### src/rtl/fft_pkg.sv
// fft_pkg: shared widths, rounding constant and saturation bounds for the FFT datapath.
package fft_pkg;

    localparam int Q_DEF = 15;
    localparam int N_DEF = 256;

    function automatic int prod_w(input int qi, input int qd);
        return qi + qd + 2;
    endfunction

    function automatic longint rnd_k(input int qd);
        return longint'(1) << (qd - 1);
    endfunction

    function automatic longint sat_hi(input int q);
        return (longint'(1) << q) - 1;
    endfunction

    function automatic longint sat_lo(input int q);
        return -(longint'(1) << q);
    endfunction

endpackage

### src/rtl/fft_cmul.sv
// fft_cmul: two-cycle complex multiply b*W with half-up rounding back to data scale.
module fft_cmul
    import fft_pkg::*;
#(
    parameter int QI = Q_DEF,
    parameter int QD = Q_DEF
) (
    input  logic          clk,
    input  logic          reset,
    input  logic          i_valid,
    input  logic [QI:0]   i_br,
    input  logic [QI:0]   i_bi,
    input  logic [QD:0]   i_wr,
    input  logic [QD:0]   i_wi,
    output logic          o_valid,
    output logic [QI+3:0] o_tr,
    output logic [QI+3:0] o_ti
);

    localparam int PW = prod_w(QI, QD);
    localparam int SW = PW + 1;
    localparam logic signed [SW-1:0] RND = SW'(rnd_k(QD));

    logic signed [PW-1:0] r_rr, r_ii, r_ri, r_ir;
    logic                 r_v1;
    logic signed [SW-1:0] w_tr, w_ti;

    always_comb begin
        w_tr = SW'(r_rr) - SW'(r_ii) + RND;
        w_ti = SW'(r_ri) + SW'(r_ir) + RND;
    end

    // Result keeps two headroom bits: (-1)*(-1) on both terms reaches +2^(QI+1).
    always_ff @(posedge clk or posedge reset) begin
        if (reset) begin
            r_rr    <= '0;
            r_ii    <= '0;
            r_ri    <= '0;
            r_ir    <= '0;
            r_v1    <= 1'b0;
            o_tr    <= '0;
            o_ti    <= '0;
            o_valid <= 1'b0;
        end else begin
            r_rr    <= PW'($signed(i_br)) * PW'($signed(i_wr));
            r_ii    <= PW'($signed(i_bi)) * PW'($signed(i_wi));
            r_ri    <= PW'($signed(i_br)) * PW'($signed(i_wi));
            r_ir    <= PW'($signed(i_bi)) * PW'($signed(i_wr));
            r_v1    <= i_valid;
            o_tr    <= (QI + 4)'(w_tr >>> QD);
            o_ti    <= (QI + 4)'(w_ti >>> QD);
            o_valid <= r_v1;
        end
    end

endmodule

### src/rtl/fft_butterfly_r2.sv
// fft_butterfly_r2: pipelined radix-2 DIT butterfly (3-cycle latency) with frame
// counting and per-frame saturation reporting.
module fft_butterfly_r2
    import fft_pkg::*;
#(
    parameter int Q_IN   = Q_DEF,
    parameter int Q_DATA = Q_DEF,
    parameter int Q_OUT  = Q_DEF,
    parameter int N      = N_DEF,
    parameter int SCALE  = 1
) (
    input  logic            clk,
    input  logic            reset,
    input  logic            valid_in,
    input  logic [Q_IN:0]   data_in_real_0,
    input  logic [Q_IN:0]   data_in_imag_0,
    input  logic [Q_IN:0]   data_in_real_1,
    input  logic [Q_IN:0]   data_in_imag_1,
    input  logic [Q_DATA:0] coeff_in_real,
    input  logic [Q_DATA:0] coeff_in_imag,
    output logic            valid_out,
    output logic [Q_OUT:0]  data_out_real_0,
    output logic [Q_OUT:0]  data_out_imag_0,
    output logic [Q_OUT:0]  data_out_real_1,
    output logic [Q_OUT:0]  data_out_imag_1,
    output logic            frame_done,
    output logic            frame_sat
);

    localparam int TW = Q_IN + 4;
    localparam int SW = Q_IN + 5;
    localparam int CW = (N > 2) ? $clog2(N / 2) : 1;
    localparam logic signed [SW-1:0] SAT_HI = SW'(sat_hi(Q_OUT));
    localparam logic signed [SW-1:0] SAT_LO = SW'(sat_lo(Q_OUT));

    logic [Q_IN:0]          r_a1r, r_a1i, r_a2r, r_a2i;
    logic [CW-1:0]          r_cnt;
    logic                   r_sticky;
    logic                   w_v2, w_last, w_clip;
    logic signed [TW-1:0]   w_tr, w_ti;
    logic signed [SW-1:0]   w_s [4];
    logic signed [SW-1:0]   w_k [4];
    logic [Q_OUT:0]         w_sat [4];

    fft_cmul #(.QI(Q_IN), .QD(Q_DATA)) u_cmul (
        .clk     (clk),
        .reset   (reset),
        .i_valid (valid_in),
        .i_br    (data_in_real_1),
        .i_bi    (data_in_imag_1),
        .i_wr    (coeff_in_real),
        .i_wi    (coeff_in_imag),
        .o_valid (w_v2),
        .o_tr    (w_tr),
        .o_ti    (w_ti)
    );

    always_comb begin
        w_s[0] = SW'($signed(r_a2r)) + SW'(w_tr);
        w_s[1] = SW'($signed(r_a2i)) + SW'(w_ti);
        w_s[2] = SW'($signed(r_a2r)) - SW'(w_tr);
        w_s[3] = SW'($signed(r_a2i)) - SW'(w_ti);
        w_clip = 1'b0;
        for (int i = 0; i < 4; i++) begin
            w_k[i]   = (SCALE != 0) ? (w_s[i] >>> 1) : w_s[i];
            w_sat[i] = (w_k[i] > SAT_HI) ? SAT_HI[Q_OUT:0] :
                       (w_k[i] < SAT_LO) ? SAT_LO[Q_OUT:0] : w_k[i][Q_OUT:0];
            w_clip   = w_clip | (w_k[i] > SAT_HI) | (w_k[i] < SAT_LO);
        end
        w_last = (r_cnt == CW'(N / 2 - 1));
    end

    // Sticky clears when the frame's last beat is reported, so a clip on the
    // following beat lands in the fresh frame.
    always_ff @(posedge clk or posedge reset) begin
        if (reset) begin
            r_a1r           <= '0;
            r_a1i           <= '0;
            r_a2r           <= '0;
            r_a2i           <= '0;
            r_cnt           <= '0;
            r_sticky        <= 1'b0;
            valid_out       <= 1'b0;
            frame_done      <= 1'b0;
            frame_sat       <= 1'b0;
            data_out_real_0 <= '0;
            data_out_imag_0 <= '0;
            data_out_real_1 <= '0;
            data_out_imag_1 <= '0;
        end else begin
            r_a1r      <= data_in_real_0;
            r_a1i      <= data_in_imag_0;
            r_a2r      <= r_a1r;
            r_a2i      <= r_a1i;
            valid_out  <= w_v2;
            frame_done <= w_v2 && w_last;
            frame_sat  <= w_v2 && w_last && (r_sticky || w_clip);
            if (w_v2) begin
                data_out_real_0 <= w_sat[0];
                data_out_imag_0 <= w_sat[1];
                data_out_real_1 <= w_sat[2];
                data_out_imag_1 <= w_sat[3];
                r_cnt           <= w_last ? '0 : r_cnt + CW'(1);
                r_sticky        <= !w_last && (r_sticky || w_clip);
            end
        end
    end

endmodule

### config.mk
export PLATFORM = sky130hd
export DESIGN_NAME = fft_butterfly_r2
export DESIGN_NICKNAME = d
export VERILOG_FILES = /design/src/rtl/fft_pkg.sv /design/src/rtl/fft_cmul.sv /design/src/rtl/fft_butterfly_r2.sv
export SDC_FILE = /design/constraint.sdc
export NUM_CORES = 2
export LEC_CHECK = 0
export ABC_AREA = 0
export CORE_UTILIZATION = 45
export CTS_BUF_LIST = sky130_fd_sc_hd__clkbuf_4
export DETAILED_ROUTE_END_ITERATION = 10
export DONT_BUFFER_PORTS = 1
export GPL_TIMING_DRIVEN = 0
export SYNTH_ARGS = -nofsm -noshare
export SYNTH_HDL_FRONTEND = slang
export SYNTH_SLANG_ARGS = --single-unit
### constraint.sdc
create_clock -name clk -period 11.73 [get_ports clk]
set_clock_uncertainty 0.15 [all_clocks]
set_input_delay 1.173 -clock clk [delete_from_list [all_inputs] [get_ports clk]]
set_output_delay 1.173 -clock clk [all_outputs]
set_load 0.005 [all_outputs]
Word-level counts from Yosys, hierarchy flattened:

Index checks and enable logic that the tools add are counted.

* add/subtract/negate cells: 9
* $mul: 4
* order comparisons: 8
* equality and inequality tests: 1
* mux-type cells: 9
* bitwise operators: 7
* reduce and logical (&&, ||, !) cells: 5

Operators by type and width (number)
* multiplier 16 x 16 -> 32 bit: 4
* 2-to-1 mux 16 bit: 8
* greater-than comparator 18 x 16 -> 1 bit, second input constant: 4
* < comparator 18 x 16 -> 1 bit, second input constant: 4
* adder 33 x 16 -> 33 bit, second input constant: 2
* adder 16 x 18 -> 19 bit: 2
* subtractor 16 x 18 -> 19 bit: 2
* adder 32 x 32 -> 33 bit: 1
* subtractor 32 x 32 -> 33 bit: 1
* adder 7 x 1 -> 7 bit, second input constant: 1
* equality test 7 bit, second input constant: 1
* 2-to-1 mux 7 bit: 1
* bitwise OR 1 bit: 7
* logical AND 1 bit: 3
* zero test 1 bit: 1
* logical OR 1 bit: 1

* register bits after elaboration: 305
* input bits: 99
* output and inout port bits: 67
* logic and storage cells: 64

Depth between registers and ports, before layout:

* word-level depth: 11
* mapped depth: 25
* gate-level depth less buffers: 24

By module:

A second synthesis with hierarchy kept.

* cell total of the unflattened synthesis: 5857
* area total of the unflattened synthesis: 55298.0 µm²

By module, submodules not included
* fft_cmul: times used 1, cells each 4915, area each 46510.9 µm², seq. area each 4154.0 µm²
* fft_butterfly_r2: times used 1, cells each 942, area each 8787.2 µm², seq. area each 3478.3 µm²

Worst setup path after synthesis:

Ideal clock, no wire load.

* kind: input to register
* start point: input port coeff_in_imag[7]
* end point: register u_cmul.r_ri[30]
* setup time: 0.126 ns
* arrival time: 6.975 ns
* data required time: 11.454 ns
* slack: 4.479 ns
* stages: 24
* buffers on the path: 1
* cells stage by stage: clkbuf_1 > nand2_1 > fa_1 > inv_1 > fa_1 > inv_1 > fa_1 > inv_1 > fa_1 > fa_1 > inv_1 > fa_1 > inv_1 > ha_1 > a21o_1 > a21o_1 > a2111oi_0 > o311ai_0 > a31oi_1 > nor3_1 > o31a_1 > o21ai_1 > mux2i_1 > nand2_1

* cells in the longest elaborated chain, start to end: 1

RTL lines
* start, declared: RTL line fft_butterfly_r2.sv:20 `input logic [Q_DATA:0] coeff_in_imag,`
* multiplier 16 x 16 -> 32 bit: RTL line fft_cmul.sv:47 `r_ri <= PW'($signed(i_br)) * PW'($signed(i_wi));`
* end signal, assigned: RTL line fft_cmul.sv:47
* end, declared: RTL line fft_cmul.sv:24 `logic signed [PW-1:0] r_rr, r_ii, r_ri, r_ir;`

No other way between the ends.
A chain may end at the register's enable or synchronous reset.

Final worst setup path:

* start point: input port coeff_in_imag[8]
* end point: register u_cmul.r_ii[31]

* cells in the longest elaborated chain, start to end: 1

RTL lines
* multiplier 16 x 16 -> 32 bit: RTL line fft_cmul.sv:46 `r_ii <= PW'($signed(i_bi)) * PW'($signed(i_wi));`
* end signal, assigned: RTL line fft_cmul.sv:46
* end, declared: RTL line fft_cmul.sv:24

No other way between the ends.

==> summary.md <==
| Metric | Value |
|---|---|
| TritonCTS clock tree | `built` |
| Tmin final | `8150 ps` |
| Via count of the routed design | `39,700` |
| Crit share post-route | `0.695` |
| Reg area | `7630 um2` |
| # H-tree levels | `3` |
| Sequential share of the synthesized area | `0.140` |
| Hold Vio Cnt, Final | `0` |
| Initial Utilization | `0.454` |
| Largest net degree at the start of global routing | `126` |
| Cell depth of the worst flop-to-flop path | `12` |
| Vias in the first global route | `41,600` |
| Slack of the critical path | `3580 ps` |
| Clock-pin transition on the worst setup and hold timing paths | `70 ps` |
| Global-route wire length before repair | `259,000 um` |
| Syn_nets | `7,371` |
| Crit end category | `flip-flop` |
| CTS sink count | `305` |
| Post-synth EDFFs | `0` |
| Die Wd | `350 um` |
| Share of layout cells above drive strength 1 | `0.0354` |
| Worst-Skew Late Latency | `980 ps` |
| Antenna-violating nets left | `0` |
| Post-CTS Resized | `0` |
| Post-place setup slack | `2840 ps` |
| Max-cap viol count | `0` |
| CP max FO | `10` |
| Max transition margin | `0.0380` |
| I/O Buffers | `0` |
| Pins Over Slew Limit | `0` |
| Drt total wl | `172,000 um` |
| Synth Cell Area | `54,500 um2` |
| Number of remaining DRC errors | `0` |
| Ys async rst share | `1.00` |
| Setup-failing EPs final | `0` |
| Core area | `120,000 um2` |
| Initial antenna violation count | `33` |
| Setup bufs post-CTS | `0` |
| Routability Congestion | `0.981` |
| Remaining global-route overflow | `0` |
| Synth Warn # | `0` |
| Post-DP HPWL | `144,000 um` |
| DIE AREA | `123,000 um2` |
| Fmax | `0.123 GHz` |
| WS Path Type | `in -> reg` |
| Final nets | `7,487` |
| Synth area leader | `fa_1` |
| CTS buffer count | `86` |
| # fillers | `11,500` |
| Drt via density | `5.27` |
| Main synth FF type | `dfrtp_1` |
| Worst Hold Depth | `0` |
| First-pass DRT Iterations | `5` |
| HP Class | `in -> reg` |
| # hold bufs at CTS | `26` |
| Area Growth Syn to Fin | `6.47%` |
| Drt initial violations | `2,719` |
| Status | `finished, final reports clean` |
| WL per Instance | `22.9 um` |
| FP Rows | `127` |
| CP arrival | `8770 ps` |
| Worst path required time | `12,350 ps` |
| Overall Global Routing Usage | `0.291` |
| Worst slew pin tran | `1440 ps` |
| Ports | `166` |
| RSZ-0062 raised after global routing | `no` |
| Area occupied by multi-input gates | `41,100 um2` |
| Die height | `350 um` |
| Synthesized flop and latch total | `305` |
| Type of origin of the critical path | `input pin` |
| Mapped Cells | `5,701` |
| Top cells by area, synth | `fa_1 39%, dfrtp_1 14%, ha_1 12%, inv_1 8.9%, and2_1 5.8%` |
| Syn Area/Cell | `9.56 um2` |
| Synth unique cells | `87` |
| Post-synth top area share | `0.386` |
| Max clock buf depth | `3` |
| Root buffer cell | `clkbuf_4` |
-- registers in the layout (all words and copies together), names as in the netlist --
register	count
data_out_imag_0	16
data_out_imag_1	16
data_out_real_0	16
data_out_real_1	16
frame_done	1
frame_sat	1
r_a1i	16
r_a1r	16
r_a2i	16
r_a2r	16
r_cnt	7
r_sticky	1
u_cmul.o_ti	18
u_cmul.o_tr	18
u_cmul.o_valid	1
u_cmul.r_ii	32
u_cmul.r_ir	32
u_cmul.r_ri	32
u_cmul.r_rr	32
u_cmul.r_v1	1
valid_out	1
-- layout by cell type, fill, tap and decap left out, types with 21 or more instances in the layout --
master         Yosys  layout
xnor2_1          191     191
a21oi_1          182     182
nand3_1           24      24
clkbuf_4           0     108
ha_1             519     519
o21ai_0           77      77
o21bai_1          30      30
nand2_1          538     538
a31oi_1           21      21
clkinv_1           1      25
dlygate4sd3_1      0      26
xor2_1            45      45
and2_1           508     508
o21a_1            38      38
a21o_1            85      85
dfrtp_1          305     305
nand2b_1          41      41
nor2_1           195     195
diode_2            0      22
fa_1            1052    1052
nand4_1           22      22
buf_2             22      22
nor2b_1           27      27
clkbuf_1         207     207
nor3_1            32      32
inv_1           1290    1289
-- layout make-up --
type	instances	area share
sequential	305	0.132
antenna	22	0.000949
buffer	238	0.0166
timing repair buffer	28	0.00543
inverter	1291	0.0836
clock buffer	108	0.0140
clock inverter	47	0.00550
tap	1612	0.0348
multi-input combinational	3867	0.708
-- kinds of logic (layout without fill, tap and decap cells) --
family	after synthesis	in the layout	synth area share
fa+ha+maj	1571	1571	0.506
buf+inv	1529	1712	0.107
simple gates	1441	1441	0.132
compound gates	611	611	0.0767
flops	305	305	0.140
xor+xnor	236	236	0.0379
mux	8	8	0.00161
other cells	0	22	0
-- worst max-delay path, stage by stage --
cell and delay (ps):
clkbuf_1 1020, nand2_1 190, fa_1 560, inv_1 50, fa_1 500, inv_1 50
fa_1 580, inv_1 60, fa_1 450, fa_1 490, inv_1 50, fa_1 480
inv_1 40, ha_1 340, a21oi_1 230, o21ai_0 180, a311oi_1 670, o31ai_1 260
a31o_2 310, a21o_1 190, a21o_1 190, xnor2_1 670
-- synthesized netlist by cell type (all sizes together) (22+ instances only) --
cell and instances:
nand2 538, nor2 195, fa 1052, inv 1290, and2 508, ha 519, o21ai 89, dfrtp 305
nor3 33, xor2 45, xnor2 191, a21oi 185, o211ai 22, a21o 85, nand2b 42, o21a 39
clkbuf 207, nand4 22, a31oi 23, buf 31, nor2b 27, nand3 24, o21bai 30
-- final timing paths --
path | end | from | slack (ps)
hold reg to reg | r_a2i[9] | r_a1i[9] | 130
min in group asynchronous | r_a2r[10] | reset | 640
setup reg to reg | u_cmul.o_ti[12] | u_cmul.r_ir[5] | 7480
hold / removal | r_a1i[8] | data_in_imag_0[8] | 130
max in group asynchronous | u_cmul.r_ii[1] | reset | 9720
setup / recovery | u_cmul.r_ii[31] | coeff_in_imag[8] | 3580
-- metal layers --
| metal | part of all wire | GRT usage |
|---|---|---|
| met1 | 0.42 | 0.386 |
| met2 | 0.46 | 0.466 |
| met3 | 0.075 | 0.0613 |
| met4 | 0.039 | 0.113 |
| met5 | 0.00071 | 0 |
-- stage by stage --
| step | hold WS, ps | instance area, um2 | instances | TNS [ps] | util |
|---|---|---|---|---|---|
| 4_1_cts | 24.1 | 58000 | 7496 | 0 | 0.483 |
| 2_1_floorplan | 181 | 54500 | 5701 | 0 | - |
| 3_3_place_gp | 184 | 56500 | 7313 | -446530 | 0.471 |
| 5_1_grt | 18.1 | 58000 | 7509 | 0 | 0.483 |
| 6_report | 126 | 58000 | 7518 | 0 | 0.484 |
| 3_5_place_dp | 186 | 56600 | 7315 | 0 | 0.472 |
Power is left out: the tool's default activity adds up to more than one toggle a clock period on the data nets, which glitch-free logic cannot reach.
